`src/rtl/key_lookup_ctrl_if.sv`:
```
// Bundle of the lookup, hash-unit, key-table and response signals around key_lookup_ctrl.
// The controller connects through the slave modport; its surroundings use master.
interface key_lookup_ctrl_if #(
  parameter int KEY_W   = 128,
  parameter int HADDR_W = 20,
  parameter int TADDR_W = 14,
  parameter int DATA_W  = 64
);
  logic               lk_valid;
  logic               lk_ready;
  logic [KEY_W-1:0]   lk_key;

  logic               hash_req;
  logic [KEY_W-1:0]   hash_key;
  logic [HADDR_W-1:0] hash_addr;
  logic               hash_addr_valid;

  logic               tbl_rd_en;
  logic [TADDR_W-1:0] tbl_rd_addr;
  logic [KEY_W-1:0]   tbl_rd_key;
  logic [DATA_W-1:0]  tbl_rd_data;
  logic               tbl_rd_entry_vld;

  logic               rsp_valid;
  logic               rsp_ready;
  logic               rsp_hit;
  logic               rsp_timeout;
  logic [TADDR_W-1:0] rsp_addr;
  logic [DATA_W-1:0]  rsp_data;

  modport slave (
    input  lk_valid, lk_key, hash_addr, hash_addr_valid,
           tbl_rd_key, tbl_rd_data, tbl_rd_entry_vld, rsp_ready,
    output lk_ready, hash_req, hash_key, tbl_rd_en, tbl_rd_addr,
           rsp_valid, rsp_hit, rsp_timeout, rsp_addr, rsp_data
  );

  modport master (
    output lk_valid, lk_key, hash_addr, hash_addr_valid,
           tbl_rd_key, tbl_rd_data, tbl_rd_entry_vld, rsp_ready,
    input  lk_ready, hash_req, hash_key, tbl_rd_en, tbl_rd_addr,
           rsp_valid, rsp_hit, rsp_timeout, rsp_addr, rsp_data
  );
endinterface

```
`src/rtl/key_lookup_ctrl.sv`:
```
// Key lookup controller: hashes a 128-bit key via the external hash unit, reads the
// key table at the returned address and reports hit/miss/timeout with the payload.
module key_lookup_ctrl #(
  parameter int KEY_W   = 128,
  parameter int HADDR_W = 20,
  parameter int TADDR_W = 14,
  parameter int DATA_W  = 64,
  parameter int TIMEOUT = 15
) (
  input  logic             clk,
  input  logic             reset,
  key_lookup_ctrl_if.slave ctrl
);
  localparam int CNT_W = $clog2(TIMEOUT + 1);

  typedef enum logic [2:0] {
    IDLE,
    REQ,
    WAIT,
    RD,
    CMP,
    RSP
  } state_t;

  state_t             state_q;
  logic [KEY_W-1:0]   key_q;
  logic [TADDR_W-1:0] addr_q;
  logic [CNT_W-1:0]   cnt_q;
  logic               lk_ready_q;
  logic               hash_req_q;
  logic               tbl_rd_en_q;
  logic               rsp_valid_q;
  logic               rsp_hit_q;
  logic               rsp_timeout_q;
  logic [TADDR_W-1:0] rsp_addr_q;
  logic [DATA_W-1:0]  rsp_data_q;

  logic hit_d;
  assign hit_d = ctrl.tbl_rd_entry_vld && (ctrl.tbl_rd_key == key_q);

  // Only the low table-address bits of the hash are meaningful here.
  generate
    if (HADDR_W > TADDR_W) begin : g_hash_upper
      logic unused_hash_upper;
      assign unused_hash_upper = ^ctrl.hash_addr[HADDR_W-1:TADDR_W];
    end
  endgenerate

  always_ff @(posedge clk) begin
    if (reset) begin
      state_q       <= IDLE;
      key_q         <= '0;
      addr_q        <= '0;
      cnt_q         <= '0;
      lk_ready_q    <= 1'b0;
      hash_req_q    <= 1'b0;
      tbl_rd_en_q   <= 1'b0;
      rsp_valid_q   <= 1'b0;
      rsp_hit_q     <= 1'b0;
      rsp_timeout_q <= 1'b0;
      rsp_addr_q    <= '0;
      rsp_data_q    <= '0;
    end else begin
      hash_req_q  <= 1'b0;
      tbl_rd_en_q <= 1'b0;
      case (state_q)
        IDLE: begin
          if (ctrl.lk_valid && lk_ready_q) begin
            key_q      <= ctrl.lk_key;
            lk_ready_q <= 1'b0;
            hash_req_q <= 1'b1;
            state_q    <= REQ;
          end else begin
            lk_ready_q <= 1'b1;
          end
        end
        REQ: begin
          cnt_q   <= '0;
          state_q <= WAIT;
        end
        WAIT: begin
          // A result arriving on the final wait cycle still beats the timeout.
          if (ctrl.hash_addr_valid) begin
            addr_q      <= ctrl.hash_addr[TADDR_W-1:0];
            tbl_rd_en_q <= 1'b1;
            state_q     <= RD;
          end else if (cnt_q == CNT_W'(TIMEOUT - 1)) begin
            rsp_valid_q   <= 1'b1;
            rsp_timeout_q <= 1'b1;
            rsp_hit_q     <= 1'b0;
            rsp_addr_q    <= '0;
            rsp_data_q    <= '0;
            state_q       <= RSP;
          end else begin
            cnt_q <= cnt_q + CNT_W'(1);
          end
        end
        RD: begin
          state_q <= CMP;
        end
        CMP: begin
          rsp_valid_q   <= 1'b1;
          rsp_timeout_q <= 1'b0;
          rsp_hit_q     <= hit_d;
          rsp_addr_q    <= addr_q;
          rsp_data_q    <= hit_d ? ctrl.tbl_rd_data : '0;
          state_q       <= RSP;
        end
        RSP: begin
          if (ctrl.rsp_ready) begin
            rsp_valid_q   <= 1'b0;
            rsp_hit_q     <= 1'b0;
            rsp_timeout_q <= 1'b0;
            rsp_addr_q    <= '0;
            rsp_data_q    <= '0;
            lk_ready_q    <= 1'b1;
            state_q       <= IDLE;
          end
        end
        default: begin
          lk_ready_q <= 1'b0;
          state_q    <= IDLE;
        end
      endcase
    end
  end

  assign ctrl.lk_ready    = lk_ready_q;
  assign ctrl.hash_req    = hash_req_q;
  assign ctrl.hash_key    = key_q;
  assign ctrl.tbl_rd_en   = tbl_rd_en_q;
  assign ctrl.tbl_rd_addr = addr_q;
  assign ctrl.rsp_valid   = rsp_valid_q;
  assign ctrl.rsp_hit     = rsp_hit_q;
  assign ctrl.rsp_timeout = rsp_timeout_q;
  assign ctrl.rsp_addr    = rsp_addr_q;
  assign ctrl.rsp_data    = rsp_data_q;
endmodule

```
`src/flat_wrapper.sv`:
```
// flat-port wrapper written by rule: the top's interface ports become plain ports
module key_lookup_ctrl_flat 
#(
  parameter int KEY_W   = 128,
  parameter int HADDR_W = 20,
  parameter int TADDR_W = 14,
  parameter int DATA_W  = 64,
  parameter int TIMEOUT = 15
)
  (clk, reset, ctrl_lk_valid, ctrl_lk_key, ctrl_hash_addr, ctrl_hash_addr_valid, ctrl_tbl_rd_key, ctrl_tbl_rd_data, ctrl_tbl_rd_entry_vld, ctrl_rsp_ready, ctrl_lk_ready, ctrl_hash_req, ctrl_hash_key, ctrl_tbl_rd_en, ctrl_tbl_rd_addr, ctrl_rsp_valid, ctrl_rsp_hit, ctrl_rsp_timeout, ctrl_rsp_addr, ctrl_rsp_data);
  key_lookup_ctrl_if #(.KEY_W(KEY_W), .HADDR_W(HADDR_W), .TADDR_W(TADDR_W), .DATA_W(DATA_W)) ctrl_i ();
  input  logic clk;
  input  logic reset;
  input wire logic [$bits(ctrl_i.lk_valid)-1:0] ctrl_lk_valid;
  input wire logic [$bits(ctrl_i.lk_key)-1:0] ctrl_lk_key;
  input wire logic [$bits(ctrl_i.hash_addr)-1:0] ctrl_hash_addr;
  input wire logic [$bits(ctrl_i.hash_addr_valid)-1:0] ctrl_hash_addr_valid;
  input wire logic [$bits(ctrl_i.tbl_rd_key)-1:0] ctrl_tbl_rd_key;
  input wire logic [$bits(ctrl_i.tbl_rd_data)-1:0] ctrl_tbl_rd_data;
  input wire logic [$bits(ctrl_i.tbl_rd_entry_vld)-1:0] ctrl_tbl_rd_entry_vld;
  input wire logic [$bits(ctrl_i.rsp_ready)-1:0] ctrl_rsp_ready;
  output wire logic [$bits(ctrl_i.lk_ready)-1:0] ctrl_lk_ready;
  output wire logic [$bits(ctrl_i.hash_req)-1:0] ctrl_hash_req;
  output wire logic [$bits(ctrl_i.hash_key)-1:0] ctrl_hash_key;
  output wire logic [$bits(ctrl_i.tbl_rd_en)-1:0] ctrl_tbl_rd_en;
  output wire logic [$bits(ctrl_i.tbl_rd_addr)-1:0] ctrl_tbl_rd_addr;
  output wire logic [$bits(ctrl_i.rsp_valid)-1:0] ctrl_rsp_valid;
  output wire logic [$bits(ctrl_i.rsp_hit)-1:0] ctrl_rsp_hit;
  output wire logic [$bits(ctrl_i.rsp_timeout)-1:0] ctrl_rsp_timeout;
  output wire logic [$bits(ctrl_i.rsp_addr)-1:0] ctrl_rsp_addr;
  output wire logic [$bits(ctrl_i.rsp_data)-1:0] ctrl_rsp_data;
  assign ctrl_i.lk_valid = ctrl_lk_valid;
  assign ctrl_i.lk_key = ctrl_lk_key;
  assign ctrl_i.hash_addr = ctrl_hash_addr;
  assign ctrl_i.hash_addr_valid = ctrl_hash_addr_valid;
  assign ctrl_i.tbl_rd_key = ctrl_tbl_rd_key;
  assign ctrl_i.tbl_rd_data = ctrl_tbl_rd_data;
  assign ctrl_i.tbl_rd_entry_vld = ctrl_tbl_rd_entry_vld;
  assign ctrl_i.rsp_ready = ctrl_rsp_ready;
  assign ctrl_lk_ready = ctrl_i.lk_ready;
  assign ctrl_hash_req = ctrl_i.hash_req;
  assign ctrl_hash_key = ctrl_i.hash_key;
  assign ctrl_tbl_rd_en = ctrl_i.tbl_rd_en;
  assign ctrl_tbl_rd_addr = ctrl_i.tbl_rd_addr;
  assign ctrl_rsp_valid = ctrl_i.rsp_valid;
  assign ctrl_rsp_hit = ctrl_i.rsp_hit;
  assign ctrl_rsp_timeout = ctrl_i.rsp_timeout;
  assign ctrl_rsp_addr = ctrl_i.rsp_addr;
  assign ctrl_rsp_data = ctrl_i.rsp_data;
  key_lookup_ctrl #(.KEY_W(KEY_W), .HADDR_W(HADDR_W), .TADDR_W(TADDR_W), .DATA_W(DATA_W), .TIMEOUT(TIMEOUT)) u_core (.clk(clk), .reset(reset), .ctrl(ctrl_i));
endmodule
```
`config.mk`:
```
export PLATFORM = sky130hd
export DESIGN_NAME = key_lookup_ctrl_flat
export DESIGN_NICKNAME = d
export VERILOG_FILES = /design/src/rtl/key_lookup_ctrl_if.sv /design/src/rtl/key_lookup_ctrl.sv /design/src/flat_wrapper.sv
export SDC_FILE = /design/constraint.sdc
export NUM_CORES = 1
export LEC_CHECK = 0
export CORE_AREA = 10 10 212 214
export CTS_CLUSTER_DIAMETER = 40
export DETAILED_ROUTE_END_ITERATION = 16
export DIE_AREA = 0 0 222 224
export HOLD_SLACK_MARGIN = 0.02
export SLEW_MARGIN = 20
export SYNTH_ARGS = -nofsm -noshare
export SYNTH_HDL_FRONTEND = slang
export SYNTH_SLANG_ARGS = --single-unit
```
`constraint.sdc`:
```
create_clock -name clk -period 2.05 [get_ports clk]
set_clock_uncertainty 0.05 [all_clocks]
set_input_delay 0.41 -clock clk [delete_from_list [all_inputs] [get_ports clk]]
set_output_delay 0.41 -clock clk [all_outputs]
set_load 0.05 [all_outputs]
```
# Word level (Yosys, flattened, before mapping)
# Index checks and enable logic that the tools add are counted.
[word_totals] ff_bits=233 input_bits=346 word_cells=73
[op_classes] n_addsub=1 eq_ne=13 mux=30 bitwise_logic=3 n_reduce_logical=14
[ops] operator="$mux W64" n=4
[ops] operator="$pmux W64 S3" n=1
[ops] operator="$eq A128 B128 Y1" n=1
[ops] operator="$mux W14" n=3
[ops] operator="$pmux W14 S3" n=1
[ops] operator="$pmux W3 S6" n=1
[ops] operator="$mux W3" n=4
[ops] operator="$pmux W1 S3" n=4
[ops] operator="$mux W1" n=9
[ops] operator="$mux W4" n=2
[ops] operator="$pmux W4 S2" n=1
[ops] operator="$eq A3 B2 Y1 const B" n=2
[ops] operator="$eq A3 B3 Y1 const B" n=2
[ops] operator="$ne A2 B2 Y1 const B" n=3
[ops] operator="$reduce_and A2 Y1" n=3
[ops] operator="$reduce_and A3 Y1" n=2
[ops] operator="$add A4 B1 Y4 const B" n=1
[ops] operator="$eq A4 B4 Y1 const B" n=1
[ops] operator="$ne A2 B1 Y1 const B" n=2
[ops] operator="$reduce_and A4 Y1" n=1
[ops] operator="$reduce_or A2 Y1" n=2
[ops] operator="$reduce_or A4 Y1" n=1
[ops] operator="$eq A3 B1 Y1 const B" n=1
[ops] operator="$logic_not A3 Y1" n=1
[ops] operator="other kinds (5)" n=8

# Longest topological paths before layout
[logic_depth] word_depth=4 mapped_depth=10 depth_no_buf=8

# Worst setup path after synthesis
# Ideal clock, no wire load.
[synth_path] kind="register -> register" from="register u_core.key_q[65], in the netlist u_core.ctrl.hash_key[65]" to="register u_core.rsp_data_q[23], in the netlist u_core.ctrl.rsp_data[23]" arrival_ns=2.223 slack_ns=-0.292 path_stages_with_launch=9 synth_period_minus_slack_ns=2.342 cell_sequence="dfxtp_1 -> inv_1 -> a22o_1 -> or4_1 -> nor4_1 -> buf_2 -> buf_2 -> nand3_1 -> o21ai_1"
[synth_between] elab_chain_cells=4
[synth_rtl] element="from (decl)" line="key_lookup_ctrl.sv:26" source="logic [KEY_W-1:0] key_q;"
[synth_rtl] element="from (signal assigned)" line="key_lookup_ctrl.sv:69" source="key_q <= ctrl.lk_key;"
[synth_rtl] element="$eq A128 B128 Y1" line="key_lookup_ctrl.sv:39" source="assign hit_d = ctrl.tbl_rd_entry_vld && (ctrl.tbl_rd_key == key_q);"
[synth_rtl] element="$logic_and A1 B1 Y1" line="key_lookup_ctrl.sv:39"
[synth_rtl] element="$mux W64" line="key_lookup_ctrl.sv:106" source="rsp_data_q <= hit_d ? ctrl.tbl_rd_data : '0;"
[synth_rtl] element="$pmux W64 S3" line="key_lookup_ctrl.sv:66" source="case (state_q)"
[synth_rtl] element="to (signal assigned)" line="key_lookup_ctrl.sv:106"
[synth_rtl] element="to (decl)" line="key_lookup_ctrl.sv:36" source="logic [DATA_W-1:0] rsp_data_q;"
# Every way passes these cells.
# A chain may end at the register's enable or synchronous reset.

# Final worst setup path
[layout_path] from="register u_core.key_q[39], in the netlist u_core.ctrl.hash_key[39]" to="register u_core.rsp_data_q[63], in the netlist u_core.ctrl.rsp_data[63]"
# The elaborated chain is that of the path after synthesis.

==> flow_metrics.tcl <==
set metrics [dict create \
    htreeDepth 2 \
    min-delay-start "reset" \
    p_leak_nw 7.59 \
    startpoint_type "flop" \
    clockBufferDepth 3 \
    wl_mm 60.0 \
    grt_antenna_before_repair 16 \
    die_x_um 222 \
    worstPathMaxFanout 8 \
    drt_iter0_drc 777 \
    synth_nets 1597 \
    slew_headroom 0.621 \
    violations "setup timing" \
    io_buffers 565 \
    max_freq_mhz 428 \
    drc 0 \
    power_frac_clock 0.453 \
    fin_nets 2261 \
    clock_latency_ns 0.58 \
    timing.final.ws_setup_ns -0.287 \
    grt_use_total 0.222 \
    clock-sinks 233 \
    switching_share 0.323 \
    grt_max_degree 72 \
    synth_fa_ha_area_frac 0.00255 \
    arrival_ns 2.78 \
    dp_slack_ns -1.17 \
    synth_top_family_by_area "simple AND/OR/NAND/NOR gates" \
    wl_per_cell_um 24.1 \
    setup_violations 65 \
    ys_types 43 \
    ir_drop_uv 590 \
    switching_power_w 0.00556 \
    fin_crit_ns 2.34 \
    ff2ff_setup_slack_ns -0.29 \
    die_area_um2 49700 \
    die_y_um 224 \
    power_frac_comb 0.245 \
    async_flop_share 0 \
    outcome "finished with violations" \
    vias_per_cell 4.66 \
    synth-seq-cells 233 \
    hp-class "input port to flop" \
    p_per_area_nw_per_um2 924 \
    cts_made_buffers 46 \
    startpoint "u_core.ctrl.hash_key[39]" \
    antenna_left 0 \
    netlist_instances 1249 \
    p_seq_frac 0.302 \
    rows 74 \
    vias 11615 \
    rsz0062_at_grt "yes" \
    muxShareOfSynthArea 0 \
    maxCapViolCount 0 \
    gr-total-overflow 0 \
    gp_congestion 0.856 \
    ys_seq_area_frac 0.475 \
    hold_viol 0 \
    utilization 0.459 \
    internal-power_w 0.0117 \
    yosys_warnings 0 \
    first_global_vias 11753 \
    synth_edf_count 0 \
    synth_xor_xnor_area_share 0.0767 \
    fp.coreArea_um2 40600 \
    root_buffer "clkbuf_16" \
    synthSimpleGateAreaFrac 0.245 \
    synth-main-ff-cell "dfxtp_1" \
    path_clk_slew_ns 0.05 \
    dr.pass1.iters 5 \
    hpwl_mm 47.0 \
    area_growth_pct 89.7 \
    post_dp_cell_area_um2 16500 \
    worst_pin_slew_ns 0.567 \
    initial_utilization 0.242 \
    cts_tree "done" \
    avgSynthCellArea_um2 7.86 \
    io_pins 572 \
    finalCritPeriodShare 1.14 \
    timing.final.max_slew_violations 0 \
    drive_above_1_share 0.227 \
    end_kind "flop" \
    synth_area_um2 9820 \
    grt_pass1_wl_mm 82.5 \
    fin_area_um2 18600 \
    synth_compound_area_frac 0.151 \
    critical_path_class "flop to flop" \
    r2r-start "u_core.ctrl.hash_key[39]" \
    worstPathRequired_ns 2.49 \
]
cells in the final DEF (no fill, tap or decap), drive strengths merged, types with 33 or more instances in the layout:
cell type | synthesis | layout
xnor2 | 33 | 33
buf | 16 | 269
nand2 | 361 | 361
inv | 32 | 36
dlygate4sd2 | 0 | 84
clkbuf | 66 | 67
xor2 | 53 | 53
a21oi | 154 | 154
clkdlybuf4s50 | 0 | 337
dfxtp | 233 | 233
o21ai | 67 | 67
nand3 | 66 | 66
per-stage QoR:
stage / hold WS [ns] / TNS, ns / total power [W] / std cells
3_3_place_gp: 0.385 / -68.50 / 0.00949 / 2381
3_5_place_dp: 0.387 / -71.79 / 0.00951 / 2381
4_1_cts: 0.264 / -13.97 / 0.0174 / 2470
5_1_grt: 0.283 / -22.12 / 0.0179 / 2487
2_1_floorplan: 0.415 / -0.166 / 0.00728 / 1249
6_report: 0.280 / -16.21 / 0.0172 / 2493
flip-flops by register name (all words and copies together), names as in the netlist:
name,flops
u_core.ctrl.rsp_data,64
u_core.ctrl.rsp_valid,1
u_core.ctrl.rsp_addr,14
u_core.state_q,3
u_core.ctrl.lk_ready,1
u_core.cnt_q,4
u_core.ctrl.tbl_rd_en,1
u_core.ctrl.hash_req,1
u_core.ctrl.rsp_hit,1
u_core.ctrl.rsp_timeout,1
u_core.ctrl.tbl_rd_addr,14
u_core.ctrl.hash_key,128
routing by layer:
| metal | GRT usage | wire, µm |
|---|---|---|
| met5 | 0 | 58 |
| met4 | 0.0610 | 1460 |
| met3 | 0.0943 | 5900 |
| met2 | 0.389 | 29800 |
| met1 | 0.241 | 22800 |
critical path: stages (launching register included):
cell	delay (ns)
dfxtp_4	0.36
xnor2_4	0.24
nand3_1	0.11
or4_4	0.55
nor4_4	0.21
buf_4	0.19
buf_12	0.15
clkbuf_16	0.17
nand3_2	0.06
o21ai_1	0.16
repair_timing:
| item | 4_1_cts | 5_1_grt |
|---|---|---|
| gates resized for setup | 105 | 41 |
| setup endpoints to repair | 149 | 80 |
| hold buffers | 0 | 0 |
| setup buffers | 1 | 4 |
| pin swaps | 4 | 36 |
| cloned | 2 | 9 |
Yosys cell counts, types with 6 or more instances:
cell | n | area share
nand2b_1 | 16 | 0.010
nand4_1 | 17 | 0.011
xor2_1 | 53 | 0.047
dfxtp_1 | 233 | 0.47
buf_2 | 8 | 0.0041
nand3_1 | 66 | 0.034
inv_1 | 32 | 0.012
o22ai_1 | 6 | 0.0038
o21ai_1 | 50 | 0.025
clkbuf_1 | 66 | 0.025
a22oi_1 | 14 | 0.011
nor2_1 | 24 | 0.0092
buf_6 | 6 | 0.0069
nor3_1 | 6 | 0.0031
xnor2_1 | 33 | 0.029
nor2b_1 | 30 | 0.019
nor4_1 | 16 | 0.010
nand2_1 | 361 | 0.14
a2111oi_0 | 10 | 0.0089
o21ai_0 | 17 | 0.0087
a21oi_1 | 154 | 0.078
final cells by class:
class	instances	area, µm²
Multi-Input combinational cell	902	4920
Antenna cell	10	25.0
Fill cell	4047	21900
Sequential cell	233	4740
Clock buffer	60	1280
Timing Repair Buffer	698	6550
Tap cell	532	666
Inverter	32	120
Clock inverter	26	333
path summary, 6_finish.rpt:
kind                         endpoint  cells after the start
max          u_core.ctrl.rsp_data[63]                      9
min             u_core.ctrl.rsp_valid                      3
max reg2reg  u_core.ctrl.rsp_data[63]                      9
min reg2reg  u_core.ctrl.rsp_data[29]                      2
power by group through the flow:
stage / clock [W] / sequential [W] / combinational [W]
after detailed placement: 0 / 0.00529 / 0.00422
after CTS: 0.00794 / 0.00520 / 0.00424
after floorplan: 0 / 0.00620 / 0.00108
after global routing: 0.00819 / 0.00524 / 0.00448
after global placement: 0 / 0.00528 / 0.00421
final: 0.00781 / 0.00520 / 0.00421
logic make-up (layout without fill, tap and decap cells):
logic type | Yosys count | after routing
AOI/OAI and AO/OA | 266 | 266
and+or+nand+nor | 548 | 548
xor gates and xnor gates | 86 | 86
buffers and inverters | 114 | 816
adders and majority gates | 2 | 2
other | 0 | 10
DFF | 233 | 233
No activity file was read; power rests on OpenSTA's default activity.
